<file path="src/rtl/vel_ramp_sequencer.sv">
// vel_ramp_sequencer: paces bounded signed velocity steps toward a commanded
// speed once per prescaler tick, holds at target, re-ramps when the speed drifts
// by more than HYST, and latches an overflow fault until cleared.
// Optional feature: define RAMP_WATCHDOG_EN to build the ramp step watchdog
// (fault_code 10 after WDOG_STEPS steps without reaching target).
module vel_ramp_sequencer #(
  parameter int TICK_DIV   = 1000,
  parameter int STEP_MAX   = 8,
  parameter int VEL_MAX    = 254,
  parameter int HYST       = 2,
  parameter int WDOG_STEPS = 64
) (
  input  logic       CLK,
  input  logic       RST_N,
  input  logic [7:0] target_vel,
  input  logic       target_valid,
  output logic       target_ready,
  input  logic [7:0] cur_vel,
  input  logic       ovf,
  input  logic       fault_clr,
  output logic [8:0] step_out,
  output logic       step_valid,
  output logic       at_target,
  output logic       busy,
  output logic [1:0] fault_code
);

  localparam int PW = (TICK_DIV > 2) ? $clog2(TICK_DIV) : 2;
  localparam logic [PW-1:0]     PRESC_TOP = PW'(TICK_DIV - 1);
  localparam logic [7:0]        VEL_CAP   = 8'(VEL_MAX);
  localparam logic signed [8:0] STEP_HI   = 9'(STEP_MAX);
  localparam logic signed [8:0] STEP_LO   = 9'(-STEP_MAX);
  localparam logic [8:0]        HYST_U    = 9'(HYST);

  typedef enum logic [1:0] {S_IDLE, S_RAMP, S_HOLD, S_FAULT} state_t;

  state_t              r_state;
  state_t              w_state_next;
  logic [PW-1:0]       r_presc;
  logic [PW-1:0]       w_presc_next;
  logic [7:0]          r_tgt;
  logic [7:0]          w_tgt_next;
  logic [8:0]          r_step;
  logic [8:0]          w_step_next;
  logic                r_valid;
  logic                w_valid_next;
  logic [1:0]          r_fault_code;
  logic [1:0]          w_code_next;

  logic                w_live;
  logic                w_tick;
  logic                w_load;
  logic                w_wdog_trip;
  logic [7:0]          w_tgt_clamped;
  logic signed [8:0]   w_err;
  logic signed [8:0]   w_step;
  logic [8:0]          w_abs_err;

  assign w_live        = (r_state == S_RAMP) || (r_state == S_HOLD);
  assign w_tick        = w_live && (r_presc == '0);
  assign w_load        = target_valid && target_ready;
  assign w_tgt_clamped = (target_vel > VEL_CAP) ? VEL_CAP : target_vel;
  // Both operands are zero-extended so the difference spans -255..+255 in 9 bits.
  assign w_err         = $signed({1'b0, r_tgt}) - $signed({1'b0, cur_vel});
  assign w_step        = (w_err > STEP_HI) ? STEP_HI : ((w_err < STEP_LO) ? STEP_LO : w_err);
  assign w_abs_err     = w_err[8] ? 9'(-w_err) : 9'(w_err);

  assign target_ready  = (r_state != S_FAULT);
  assign at_target     = (r_state == S_HOLD);
  assign busy          = (r_state == S_RAMP);
  assign step_out      = r_step;
  assign step_valid    = r_valid;
  assign fault_code    = r_fault_code;

`ifdef RAMP_WATCHDOG_EN
  localparam int CW = $clog2(WDOG_STEPS + 1);
  logic [CW-1:0] r_wdog_cnt;
  logic          w_wdog_clr;

  // Entry into RAMP from another state, or a fresh load while ramping, restarts the count.
  assign w_wdog_clr  = (w_state_next == S_RAMP) && ((r_state != S_RAMP) || w_load);
  assign w_wdog_trip = (r_state == S_RAMP) && (r_wdog_cnt >= CW'(WDOG_STEPS));

  // Count steps issued since the ramp (re)started.
  always_ff @(posedge CLK) begin
    if (!RST_N) begin
      r_wdog_cnt <= '0;
    end else if (w_wdog_clr) begin
      r_wdog_cnt <= '0;
    end else if (w_valid_next) begin
      r_wdog_cnt <= r_wdog_cnt + CW'(1);
    end
  end
`else
  assign w_wdog_trip = 1'b0;
`endif

  // Next state and next registered outputs; overflow outranks every other event.
  always_comb begin
    w_state_next = r_state;
    w_presc_next = r_presc;
    w_tgt_next   = r_tgt;
    w_step_next  = '0;
    w_valid_next = 1'b0;
    w_code_next  = r_fault_code;
    if (w_live) begin
      w_presc_next = (r_presc == '0) ? PRESC_TOP : r_presc - PW'(1);
    end
    if (w_live && ovf) begin
      w_state_next = S_FAULT;
      w_code_next  = 2'b01;
    end else if (r_state == S_FAULT) begin
      // A still-asserted overflow keeps us latched even with fault_clr high.
      if (fault_clr && !ovf) begin
        w_state_next = S_IDLE;
        w_code_next  = 2'b00;
        w_tgt_next   = '0;
      end
    end else if (w_wdog_trip) begin
      w_state_next = S_FAULT;
      w_code_next  = 2'b10;
    end else if (w_load) begin
      w_state_next = S_RAMP;
      w_tgt_next   = w_tgt_clamped;
      w_presc_next = PRESC_TOP;
    end else if (w_tick) begin
      if (r_state == S_RAMP) begin
        if (w_err == '0) begin
          w_state_next = S_HOLD;
        end else begin
          w_step_next  = w_step;
          w_valid_next = 1'b1;
        end
      end else if (w_abs_err > HYST_U) begin
        // Re-ramp only; the first corrective step waits for the next tick.
        w_state_next = S_RAMP;
      end
    end
  end

  // State and output registers with synchronous active-low reset.
  always_ff @(posedge CLK) begin
    if (!RST_N) begin
      r_state      <= S_IDLE;
      r_presc      <= PRESC_TOP;
      r_tgt        <= '0;
      r_step       <= '0;
      r_valid      <= 1'b0;
      r_fault_code <= 2'b00;
    end else begin
      r_state      <= w_state_next;
      r_presc      <= w_presc_next;
      r_tgt        <= w_tgt_next;
      r_step       <= w_step_next;
      r_valid      <= w_valid_next;
      r_fault_code <= w_code_next;
    end
  end

endmodule

</file>
<file path="config.mk">
export PLATFORM = sky130hd
export DESIGN_NAME = vel_ramp_sequencer
export DESIGN_NICKNAME = d
export VERILOG_FILES = /design/src/rtl/vel_ramp_sequencer.sv
export SDC_FILE = /design/constraint.sdc
export NUM_CORES = 1
export LEC_CHECK = 0
export ABC_AREA = 1
export CAP_MARGIN = 20
export CORE_MARGIN = 5
export CORE_UTILIZATION = 40
export CTS_CLUSTER_SIZE = 16
export DETAILED_ROUTE_END_ITERATION = 6
export GPL_ROUTABILITY_DRIVEN = 0
export GPL_TIMING_DRIVEN = 0
export PLACE_DENSITY_LB_ADDON = 0.3
export SLEW_MARGIN = 20
export SYNTH_ARGS = -nofsm -noshare
export SYNTH_HDL_FRONTEND = slang
export SYNTH_SLANG_ARGS = --single-unit
</file>
<file path="constraint.sdc">
create_clock -name CLK -period 3.3 [get_ports CLK]
set_input_delay 0.33 -clock CLK [delete_from_list [all_inputs] [get_ports CLK]]
set_output_delay 0.33 -clock CLK [all_outputs]
set_load 0.01 [all_outputs]
</file>
Yosys cells after proc, flatten, opt, wreduce, memory -nomap -nowiden
Cells that the tools add are included.
{ "op_classes": {"n_addsub": 3, "order_cmp": 4, "eq_ne": 7, "mux": 24, "n_bitwise": 4, "n_reduce_logical": 20} }
{ "ops": {"columns": ["op", "n"], "rows": [
  ["two-way mux 10 bit", 5],
  ["two-way mux 8 bit", 4],
  ["two-way mux 9 bit", 2],
  ["two-way mux 2 bit", 8],
  ["logical NOT 10 bit", 1],
  ["subtractor 10 x 1 -> 10 bit (second input constant)", 1],
  ["> comparator 9 x 2 -> 1 bit (second input constant)", 1],
  ["> comparator 9 x 5 -> 1 bit (second input constant)", 1],
  ["logical NOT 9 bit", 1],
  ["< comparator 9 x 4 -> 1 bit (second input constant)", 1],
  ["negation 9 bit", 1],
  ["OR reduction 9 bit", 1],
  ["subtractor 8 x 8 -> 9 bit", 1],
  ["> comparator 8 bit (second input constant)", 1],
  ["OR reduction 8 bit", 1],
  ["OR reduction 7 bit", 1],
  ["nonzero test 2 bit", 3],
  ["OR reduction 6 bit", 1],
  ["!= test 5 x 1 -> 1 bit (second input constant)", 1],
  ["nonzero test 5 bit", 1],
  ["== test 2 bit (second input constant)", 2],
  ["logical AND 1 bit", 4],
  ["two-way mux 1 bit", 4],
  ["two-way mux 4 bit", 1],
  ["11 further kinds", 14]
]} }
{ "totals": {"reg_bits": 31, "input_bits": 21, "out_inout_bits": 15, "wordCells": 70} }

Logic depth before layout (Yosys ltp)
{ "depth": {"word_depth": 10, "depth_mapped": 19, "ltp_nobuf": 19} }

Worst setup path after synthesis
OpenSTA, ideal clock, no wires.
{ "synth_timing": {"path_kind": "input -> register", "startpoint": "in cur_vel[0]", "endpoint": "reg r_state[0]", "arrival_ns": 2.226, "slack_ns": 0.959, "stages": 14, "n_path_buf": 0, "cell_sequence": "ha_1 -> fa_1 -> ha_1 -> inv_1 -> nor2_1 -> nand3_1 -> nor2_2 -> nand2_1 -> nand3_1 -> nand2_1 -> nor2_1 -> nand3_2 -> a21oi_1 -> nor2_1"} }
{ "synth_between": {"elab_chain_cells": 6, "word_cells_on_any_way": 8} }
{ "synth_rtl": {"columns": ["element", "line", "text"], "rows": [
  ["start, declared", "18", "input logic [7:0] cur_vel,"],
  ["subtractor 8 x 8 -> 9 bit (*)", "64", "assign w_err = $signed({1'b0, r_tgt}) - $signed({1'b0, cur_vel});"],
  ["negation 9 bit", "66", "assign w_abs_err = w_err[8] ? 9'(-w_err) : 9'(w_err);"],
  ["two-way mux 9 bit", "66", null],
  ["> comparator 9 x 2 -> 1 bit", "134", "end else if (w_abs_err > HYST_U) begin"],
  ["nonzero test 5 bit (no source line)", null, null],
  ["AND reduction 4 bit (no source line) (*)", null, null],
  ["end signal, assigned", "151", "r_state <= w_state_next;"],
  ["end, declared", "37", "state_t r_state;"]
]} }
Every way passes the cells marked *; elsewhere a longest branch is shown, timed or not.
A chain may end at the register's enable or synchronous reset.

Worst setup path in the final report
Same ends and word-level chain as after synthesis.

==> impl_metrics.env <==
export IMPL_setup_viol=0
export IMPL_clock_fmax_ghz=0.359
export IMPL_worstMarginPinSlew_ns=0.625
export IMPL_p_sw_share_pct=42.9
export IMPL_clk_path_buf_depth=2
export IMPL_mappedNetlistNets=365
export IMPL_timing_setup_tns_ns=0
export IMPL_min_period_ns=2.78
export IMPL_core_rowCount=26
export IMPL_cts_tree="yes"
export IMPL_grt_pass1_wl_um=7630
export IMPL_routed_wire_length_per_instance_um=10.3
export IMPL_synthDominantCellAreaShare_pct=29.3
export IMPL_critical_path_reg2reg_endpoint="r_state[0]"
export IMPL_power_combinational_fraction_pct=48.6
export IMPL_req_time_crit_path_ns=3.48
export IMPL_endpoint_kind="flip-flop"
export IMPL_asyncSetResetFlopFracSynth_pct=0
export IMPL_antenna_cells=0
export IMPL_post_route_cells_drive_above_1_share_pct=9.49
export IMPL_place_detailed_hpwl_um=3710
export IMPL_powerDensity_nw_per_um2=551
export IMPL_finalWorstSetupSlack_ns=0.518
export IMPL_clock_tree_htree_level_count=2
export IMPL_static_leakage_power_nw=1.31
export IMPL_holdCritStartpoint="r_tgt[2]"
export IMPL_start_util_pct=41.2
export IMPL_netlist_instances=327
export IMPL_power_internal_mw=0.830
export IMPL_globalRouteOverflowTotal=0
export IMPL_cts_post_setup_buffers_inserted=0
export IMPL_cts_resized_gates=0
export IMPL_synth_edff_count=0
export IMPL_ir_drop_v=0.000318
export IMPL_grt_total_usage_pct=14.5
export IMPL_detailedRoute_firstPassIterationCount=4
export IMPL_synthTopCellsByArea="sky130_fd_sc_hd__dfxtp_1 (29%), sky130_fd_sc_hd__nand2_1 (16%), sky130_fd_sc_hd__ha_1 (9.4%), sky130_fd_sc_hd__inv_1 (9.0%), sky130_fd_sc_hd__nand3_1 (6.4%)"
export IMPL_final_layout_fill_cell_count=559
export IMPL_synth_top_area_cell="sky130_fd_sc_hd__dfxtp_1"
export IMPL_crit_path_max_fanout=5
export IMPL_detailroute_via_count=2062
export IMPL_syn_mean_instance_area_um2=6.48
export IMPL_clock_latency_ns=0.28
export IMPL_sequentialPowerShare_pct=31.3
export IMPL_most_instantiated_library_cell_after_synthesis="sky130_fd_sc_hd__nand2_1"
export IMPL_totalWireLength_um=4520
export IMPL_rr_worst_depth=15
export IMPL_hold_crit_depth=2
export IMPL_cts_root_buf="sky130_fd_sc_hd__clkbuf_8"
export IMPL_holdCritPathClass="reg -> reg"
export IMPL_critPathLaunchType="primary input"
export IMPL_detailedRoute_firstIterationViolations=100
export IMPL_synthTopCellsByCount="sky130_fd_sc_hd__nand2_1 (92), sky130_fd_sc_hd__inv_1 (51), sky130_fd_sc_hd__dfxtp_1 (31)"
export IMPL_synth_cell_area_um2=2120
export IMPL_yosys_warnings=0
export IMPL_maxSlewViolCount=0
export IMPL_max_cap_violations=0
export IMPL_number_of_i_o_pins=36
export IMPL_p_switching_mw=0.623
export IMPL_fp_dieArea_um2=6860
export IMPL_total_power_mw=1.45
export IMPL_placeable_core_area_um2=5140
export IMPL_grt_setup_unrepaired="no"
export IMPL_number_of_clock_sinks=31
export IMPL_synth_lib_cells_used_distinct=29
export IMPL_hold_viol_final=0
export IMPL_worst_hold_path_endpoint="r_tgt[2]"
export IMPL_cp_data_arrival_time_ns=2.96
export IMPL_grt_antenna_before_repair=0
export IMPL_finalNetCount=406
export IMPL_r2r_start="r_tgt[0]"
export IMPL_route_detailed_vias_per_inst=4.70
export IMPL_synth_seq_cells=31
export IMPL_synth_yosys_seq_area_share_pct=29.3
export IMPL_timing_reg2reg_setup_slack_ns=0.64
export IMPL_synth_flop_type="sky130_fd_sc_hd__dfxtp_1"
export IMPL_die_y_um=82.8
export IMPL_drt_antenna_violating_nets=0
export IMPL_clock_skew_ns=0.00886
export IMPL_criticalPathCategory="in -> reg"
export IMPL_cts_buffers_inserted=5
export IMPL_maximum_number_of_pins_on_one_net_before_global_route_repair=12
export IMPL_portBuffers=34
export IMPL_area_growth_pct=24.4
export IMPL_number_of_remaining_drc_errors=0
export IMPL_cts_hold_repair_buffers=0
export IMPL_fp_dieW_um=82.8
export IMPL_first_global_vias=1820
export IMPL_pre_cts_ws_ns=0.213
export IMPL_power_share_clock_pct=20.1
export IMPL_final_period_utilization_pct=84.3
export IMPL_slew_headroom_pct=58.0
export IMPL_clk_pin_slew_ns=0.07
export IMPL_status="finished clean"
[worst max-delay path by stage]
| stage | from | endpoint | slack (ns) | cells past startpoint |
|---|---|---|---|---|
| floorplan | cur_vel[0] | r_state[0] | 0.96 | 14 |
| global route | cur_vel[0] | r_state[0] | 0.25 | 15 |
| global placement | cur_vel[0] | r_state[1] | 0.29 | 15 |
| finish | cur_vel[0] | r_state[0] | 0.52 | 15 |
| CTS | cur_vel[0] | r_state[0] | 0.52 | 15 |
| detailed placement | cur_vel[0] | r_state[0] | 0.21 | 15 |
[registers in the layout, indices dropped and copies added, names as in the netlist]
signal,cells
r_presc,10
r_state,2
step_out,9
step_valid,1
r_tgt,8
fault_code,1
[cells by family after synthesis]
group | after synthesis | share of synthesized area (%)
adder cells (fa/ha/maj) | 17 | 10.4
AND/OR/NAND/NOR | 180 | 38.3
XOR/XNOR | 5 | 2.07
flip-flops | 31 | 29.3
AO/OA/AOI/OAI | 35 | 9.21
other | 1 | 0.177
buffers and inverters | 58 | 10.6
[power by group through the flow]
stage	clock network [mW]	registers, mW	logic, mW
floorplan	0	0.454	0.530
global placement	0	0.462	0.691
detailed placement	0	0.462	0.705
CTS	0.305	0.455	0.709
global route	0.320	0.463	0.810
finish	0.292	0.455	0.706
[critical path: stages]
cell and delay, ns:
sky130_fd_sc_hd__clkdlybuf4s50_1 0.41, sky130_fd_sc_hd__ha_1 0.23, sky130_fd_sc_hd__fa_1 0.62, sky130_fd_sc_hd__ha_1 0.21, sky130_fd_sc_hd__inv_1 0.05, sky130_fd_sc_hd__nor2_1 0.13, sky130_fd_sc_hd__nand3_1 0.15, sky130_fd_sc_hd__nor2_2 0.17
sky130_fd_sc_hd__nand2_1 0.09, sky130_fd_sc_hd__nand3_1 0.07, sky130_fd_sc_hd__nand2_1 0.07, sky130_fd_sc_hd__nor2_1 0.12, sky130_fd_sc_hd__nand3_2 0.11, sky130_fd_sc_hd__a21oi_1 0.14, sky130_fd_sc_hd__nor2_1 0.06
[cell usage in the layout, fill, tap and decap left out]
| cell | synthesis | layout |
|---|---|---|
| sky130_fd_sc_hd__ha_1 | 16 | 16 |
| sky130_fd_sc_hd__clkinvlp_4 | 0 | 2 |
| sky130_fd_sc_hd__o211ai_1 | 2 | 2 |
| sky130_fd_sc_hd__nor4_1 | 1 | 1 |
| sky130_fd_sc_hd__conb_1 | 1 | 1 |
| sky130_fd_sc_hd__clkbuf_1 | 1 | 1 |
| sky130_fd_sc_hd__o21ai_0 | 6 | 6 |
| sky130_fd_sc_hd__inv_1 | 51 | 51 |
| sky130_fd_sc_hd__nand3_1 | 27 | 27 |
| sky130_fd_sc_hd__inv_4 | 1 | 1 |
| sky130_fd_sc_hd__dfxtp_1 | 31 | 31 |
| sky130_fd_sc_hd__nand3_2 | 5 | 5 |
| sky130_fd_sc_hd__fa_1 | 1 | 1 |
| sky130_fd_sc_hd__clkdlybuf4s50_1 | 0 | 34 |
| sky130_fd_sc_hd__nand2_2 | 10 | 10 |
| sky130_fd_sc_hd__nand3b_1 | 2 | 2 |
| sky130_fd_sc_hd__nor2_2 | 4 | 4 |
| sky130_fd_sc_hd__nand2_1 | 92 | 92 |
| sky130_fd_sc_hd__nand2_4 | 1 | 1 |
| sky130_fd_sc_hd__inv_2 | 4 | 4 |
| sky130_fd_sc_hd__nor2_1 | 28 | 28 |
| sky130_fd_sc_hd__o21ai_1 | 1 | 1 |
| sky130_fd_sc_hd__nand4_1 | 5 | 5 |
| sky130_fd_sc_hd__buf_4 | 1 | 1 |
| sky130_fd_sc_hd__clkinv_2 | 0 | 1 |
| sky130_fd_sc_hd__o31ai_1 | 1 | 1 |
| sky130_fd_sc_hd__xor2_1 | 2 | 2 |
| sky130_fd_sc_hd__clkbuf_8 | 0 | 5 |
| sky130_fd_sc_hd__nor3_1 | 5 | 5 |
| sky130_fd_sc_hd__a21oi_1 | 23 | 23 |
| sky130_fd_sc_hd__a31oi_1 | 1 | 1 |
| sky130_fd_sc_hd__a21oi_4 | 1 | 1 |
| sky130_fd_sc_hd__xnor2_1 | 3 | 3 |
[metal layers]
| layer | up-vias | part of all wire (%) | track usage [%] |
|---|---|---|---|
| met1 | 903 | 49 | 18.6 |
| li1 | 1117 | - | - |
| met5 | - | 0 | 0 |
| met3 | 3 | 4.9 | 3.56 |
| met4 | 0 | 0.31 | 4.41 |
| met2 | 39 | 46 | 23.8 |
[metrics by stage]
step / cells / hold WS, ns / utilization, % / area [µm²]
floorplan: 327 / 0.443 / - / 2120
global placement: 431 / 0.453 / 49.6 / 2550
detailed placement: 431 / 0.459 / 49.6 / 2550
CTS: 439 / 0.470 / 51.3 / 2640
global route: 439 / 0.498 / 51.3 / 2640
finish: 439 / 0.469 / 51.3 / 2640
[final cells by class]
type	instances	area (µm²)	area share, %
Buffer	2	11.3	0.427
Clock inverter	3	20.0	0.759
Timing Repair Buffer	34	340	12.9
Clock buffer	5	68.8	2.61
Inverter	56	213	8.07
Tap cell	70	87.6	3.32
Sequential cell	31	621	23.5
Multi-Input combinational cell	238	1270	48.4
Note: power is estimated with default switching activity, not from simulation.
